File: src/rtl/frankie_cycle_sequencer.sv
// Multicycle fetch/decode/memory/commit sequencer. It owns the shared memory port and the IR, and it strobes commits.
// Latency with zero-wait memory is 3 cycles (4 for a memory access), plus one cycle per MemReady stall; a stalled request faults after WAIT_LIMIT waits.
module frankie_cycle_sequencer #(
  parameter int         WAIT_LIMIT = 15,
  parameter logic [4:0] HALT_OP    = 5'b11111,
  parameter int         IR_WIDTH   = 16
) (
  input  logic                CLK,
  input  logic                RESET,
  input  logic                Run,
  input  logic [IR_WIDTH-1:0] Instr,
  input  logic                MemReady,
  input  logic                MemAccess,
  input  logic                MemWriteCU,
  input  logic                JumpCU,
  output logic [4:0]          OPCODE,
  output logic                flagbit,
  output logic                IRWrite,
  output logic                MemReq,
  output logic                FetchSel,
  output logic                MemWE,
  output logic                WriteEn,
  output logic                PCInc,
  output logic                Halted,
  output logic                Fault,
  output logic [15:0]         InstrCount,
  output logic [2:0]          State
);

  typedef enum logic [2:0] {
    S_IDLE   = 3'd0,
    S_FETCH  = 3'd1,
    S_DECODE = 3'd2,
    S_MEMACC = 3'd3,
    S_COMMIT = 3'd4,
    S_FAULT  = 3'd5
  } state_t;

  localparam logic [7:0] WAIT_MAX = 8'(WAIT_LIMIT);

  state_t              state;
  logic [IR_WIDTH-1:0] ir;
  logic [7:0]          wait_cnt;
  logic [15:0]         instr_count;

  // Operand bits are consumed by the datapath outside this block.
  logic unused_operand;
  assign unused_operand = ^ir[IR_WIDTH-7:0];

  always_ff @(posedge CLK or posedge RESET) begin
    if (RESET) begin
      state       <= S_IDLE;
      ir          <= '0;
      wait_cnt    <= '0;
      instr_count <= '0;
      Halted      <= 1'b0;
      Fault       <= 1'b0;
    end else begin
      case (state)
        S_IDLE: begin
          wait_cnt <= '0;
          if (Run) begin
            state  <= S_FETCH;
            Halted <= 1'b0;
          end
        end
        S_FETCH: begin
          if (MemReady) begin
            ir       <= Instr;
            wait_cnt <= '0;
            state    <= S_DECODE;
          end else if (wait_cnt == WAIT_MAX) begin
            state <= S_FAULT;
            Fault <= 1'b1;
          end else begin
            wait_cnt <= wait_cnt + 8'd1;
          end
        end
        S_DECODE: begin
          if (OPCODE == HALT_OP) begin
            state  <= S_IDLE;
            Halted <= 1'b1;
          end else if (MemAccess) begin
            state <= S_MEMACC;
          end else begin
            state <= S_COMMIT;
          end
        end
        S_MEMACC: begin
          if (MemReady) begin
            wait_cnt <= '0;
            state    <= S_COMMIT;
          end else if (wait_cnt == WAIT_MAX) begin
            state <= S_FAULT;
            Fault <= 1'b1;
          end else begin
            wait_cnt <= wait_cnt + 8'd1;
          end
        end
        S_COMMIT: begin
          instr_count <= instr_count + 16'd1;
          state       <= Run ? S_FETCH : S_IDLE;
        end
        S_FAULT: begin
          Fault <= 1'b1;
        end
        default: begin
          state <= S_IDLE;
        end
      endcase
    end
  end

  assign OPCODE     = ir[IR_WIDTH-1 -: 5];
  assign flagbit    = ir[IR_WIDTH-6];
  assign InstrCount = instr_count;
  assign State      = state;

  // IRWrite is the only strobe that also looks at MemReady.
  assign IRWrite  = (state == S_FETCH) && MemReady;
  assign MemReq   = (state == S_FETCH) || (state == S_MEMACC);
  assign FetchSel = (state == S_FETCH);
  assign MemWE    = (state == S_MEMACC) && MemWriteCU;
  assign WriteEn  = (state == S_COMMIT);
  assign PCInc    = (state == S_COMMIT) && !JumpCU;

endmodule

File: config.mk
export PLATFORM = sky130hd
export DESIGN_NAME = frankie_cycle_sequencer
export DESIGN_NICKNAME = d
export VERILOG_FILES = /design/src/rtl/frankie_cycle_sequencer.sv
export SDC_FILE = /design/constraint.sdc
export NUM_CORES = 1
export LEC_CHECK = 0
export ABC_AREA = 1
export CAP_MARGIN = 20
export CORE_MARGIN = 2
export CORE_UTILIZATION = 40
export DETAILED_ROUTE_END_ITERATION = 12
export PLACE_DENSITY = 0.77
export SYNTH_ARGS = -nofsm -noshare
export SYNTH_HDL_FRONTEND = slang
export SYNTH_SLANG_ARGS = --single-unit
File: constraint.sdc
create_clock -name CLK -period 1.8 [get_ports CLK]
set_input_delay 0.18 -clock CLK [delete_from_list [all_inputs] [get_ports CLK]]
set_output_delay 0.18 -clock CLK [all_outputs]
set_load 0.005 [all_outputs]
==> impl_metrics.env <==
export IMPL_outcome="finished clean"
export IMPL_hp_class="in -> async"
export IMPL_area_growth_synth_to_final_pct=40.7
export IMPL_fin_tns_setup_ns=0
export IMPL_avgSynthCellArea_sq_um=7.76
export IMPL_crit_chain="inv_4, nand2_4, nor2_8, clkdlybuf4s50_1"
export IMPL_clock_sinks=35
export IMPL_power_density_nw_per_um2=595
export IMPL_cp_start_kind="register"
export IMPL_clockBufferDepth=2
export IMPL_path_delay_family="buffers and inverters"
export IMPL_worst_setup_path_end_kind="primary output"
export IMPL_design_area_sq_um=2810
export IMPL_syn_nets=282
export IMPL_h_tree_depth=2
export IMPL_reg2reg_slack_ns=0.19
export IMPL_hpwl_microns=3170
export IMPL_final_cell_mix="93 x nand2_1, 42 x clkdlybuf4s50_1, 33 x dfrtp_1, 28 x nor2_1, 26 x inv_1"
export IMPL_grt_usage=0.171
export IMPL_cts_buffers=5
export IMPL_cts_tree="built"
export IMPL_synth_seq_cells=35
export IMPL_wl_per_cell_microns=11.4
export IMPL_critPathRequiredTime_ns=1.62
export IMPL_sw_frac_of_total=0.181
export IMPL_p_leak_nw=1.30
export IMPL_gp_congestion=0.847
export IMPL_cpPeakStageDelay_ns=0.50
export IMPL_path_buf_inv=2
export IMPL_antenna_found_initial=0
export IMPL_n_antenna_cell=0
export IMPL_post_route_period_util=0.949
export IMPL_grt_pass1_wl_microns=7250
export IMPL_critical_path_class="reg -> out"
export IMPL_slew_headroom=0.708
export IMPL_setup_violations_final=0
export IMPL_layout_commonest_cell="nand2_1"
export IMPL_arrival_ns=1.53
export IMPL_clkLatencyLatePin_ns=0.29
export IMPL_cp_max_fo=3
export IMPL_p_seq_frac=0.472
export IMPL_reg2reg_to="wait_cnt[0]"
export IMPL_dr_pass1_iters=5
export IMPL_synthCells=257
export IMPL_globalRouteOverflowTotal=0
export IMPL_root_buffer="clkbuf_8"
export IMPL_drtIter0Drc=95
export IMPL_yosysWarnings=0
export IMPL_fin_crit_ns=1.71
export IMPL_hold_violations=0
export IMPL_p_clk_frac=0.496
export IMPL_rows=25
export IMPL_drtAntennaViolNets=0
export IMPL_max_freq_ghz=0.585
export IMPL_path_clk_slew_ns=0.08
export IMPL_placeableCoreArea_sq_um=4750
export IMPL_combPwrFrac=0.032
export IMPL_reg2reg_from="wait_cnt[0]"
export IMPL_io_pins=56
export IMPL_rsz0062_at_grt="no"
export IMPL_post_route_drc_count=0
export IMPL_fin_util=0.590
export IMPL_ys_seq_area_frac=0.439
export IMPL_start_util=0.419
export IMPL_finalClockSkew_ns=0.00927
export IMPL_yosys_cell_types_count=30
export IMPL_portBuffers=45
export IMPL_nets=351
export IMPL_ir_drop_mv=0.465
export IMPL_final_layout_size_suffix_gt1_frac=0.159
export IMPL_fin_cells=394
export IMPL_placed_area_sq_um=2570
export IMPL_fp_dieW_microns=74.6
export IMPL_grt_pass1_vias=1666
export IMPL_ctsHoldBuffers=0
export IMPL_crit_end="WriteEn"
export IMPL_r2r_cells=7
export IMPL_cp_num_cells=4
export IMPL_vias=1832
export IMPL_placedCellCount=375
export IMPL_grt_max_degree=36
export IMPL_critical_path_slowest_cell="clkdlybuf4s50_1"
export IMPL_worst_pin_slew_ns=0.439
export IMPL_wirelength_microns=4500
export IMPL_viasPerCell=4.65
export IMPL_total_power_mw=1.67
export IMPL_die_h_microns=74.6
export IMPL_startpoint="State[0]"
export IMPL_die_area_sq_um=5560
export IMPL_maxCapViolCount=0
export IMPL_mappedNetlistArea_sq_um=1990
export IMPL_p_switching_uw=302
export IMPL_intPower_mw=1.37
export IMPL_slew_viol_final=0
worst min-delay path: stages:
cell	delay (ns)
clkdlybuf4s50_1	0.39
inv_1	0.05
buf_4	0.38
power groups by stage:
stage / Clock [mW] / Sequential [mW] / Combinational [mW]
2_1_floorplan: 0 / 0.803 / 0.0166
3_3_place_gp: 0 / 0.803 / 0.0548
3_5_place_dp: 0 / 0.804 / 0.0548
4_1_cts: 0.854 / 0.788 / 0.0550
5_1_grt: 0.895 / 0.788 / 0.0611
6_report: 0.828 / 0.789 / 0.0539
what timing repair did:
action | in CTS | in global routing
pin swaps | 1 | 0
setup buffers | 5 | 6
setup endpoints to repair | 4 | 3
resized for setup | 7 | 6
cells in the mapped netlist (all sizes together):
cell,count,share of area
nand2,100,0.21
nor2,36,0.10
dfrtp,35,0.44
inv,31,0.061
nand3,17,0.049
o21ai,8,0.026
nand4,6,0.019
xor2,5,0.022
xnor2,4,0.018
nor3,3,0.0075
ha,2,0.013
nand3b,2,0.0075
nor3b,2,0.0075
a21oi,1,0.0044
clkinv,1,0.0019
o211ai,1,0.0038
o21bai,1,0.0038
o22ai,1,0.0031
or2,1,0.0031
area by class of cell:
cell class / instances / area [sq um]
Clock buffer: 6 / 72.6
Clock inverter: 2 / 60.1
Fill cell: 423 / 1950
Inverter: 32 / 133
Multi-Input combinational cell: 190 / 997
Sequential cell: 35 / 878
Tap cell: 67 / 83.8
Timing Repair Buffer: 62 / 581
worst min path at each step:
stage	endpoint	from	cells after the start	slack, ns
floorplan	ir[10]	Instr[10]	2	0.29
global placement	Fault	Fault	1	0.47
detailed placement	Fault	Fault	1	0.46
CTS	InstrCount[10]	RESET	3	0.30
global route	InstrCount[10]	RESET	3	0.33
finish	InstrCount[8]	RESET	3	0.28
routing by layer:
metal | vias up | global-route usage | share of wire | routed length, microns
li1 | 939 | - | - | -
met1 | 846 | 0.212 | 0.44 | 1990
met2 | 43 | 0.291 | 0.51 | 2300
met3 | 4 | 0.0407 | 0.037 | 167
met4 | 0 | 0.0635 | 0.011 | 48
met5 | - | 0 | 0 | 0
cell families (layout without fill, tap and decap cells):
| family | after synthesis | after routing | synth area share |
|---|---|---|---|
| compound gates | 12 | 12 | 0.0408 |
| flops | 35 | 35 | 0.439 |
| xor+xnor | 9 | 9 | 0.0395 |
| fa+ha+maj | 2 | 2 | 0.0126 |
| simple gates | 167 | 167 | 0.405 |
| buf+inv | 32 | 102 | 0.0628 |
registers in the layout, summed over array words and instances, names as in the netlist:
name        flops
Fault           1
State           3
InstrCount     16
wait_cnt        8
ir              6
Halted          1
stage by stage:
stage | hold slack [ns] | setup WS (ns)
floorplan | 0.290 | 0.457
global placement | 0.469 | 0.142
detailed placement | 0.461 | 0.127
CTS | 0.299 | -0.00467
global route | 0.330 | 0.0178
finish | 0.285 | 0.0916
Power figures use the tool's default switching activity.
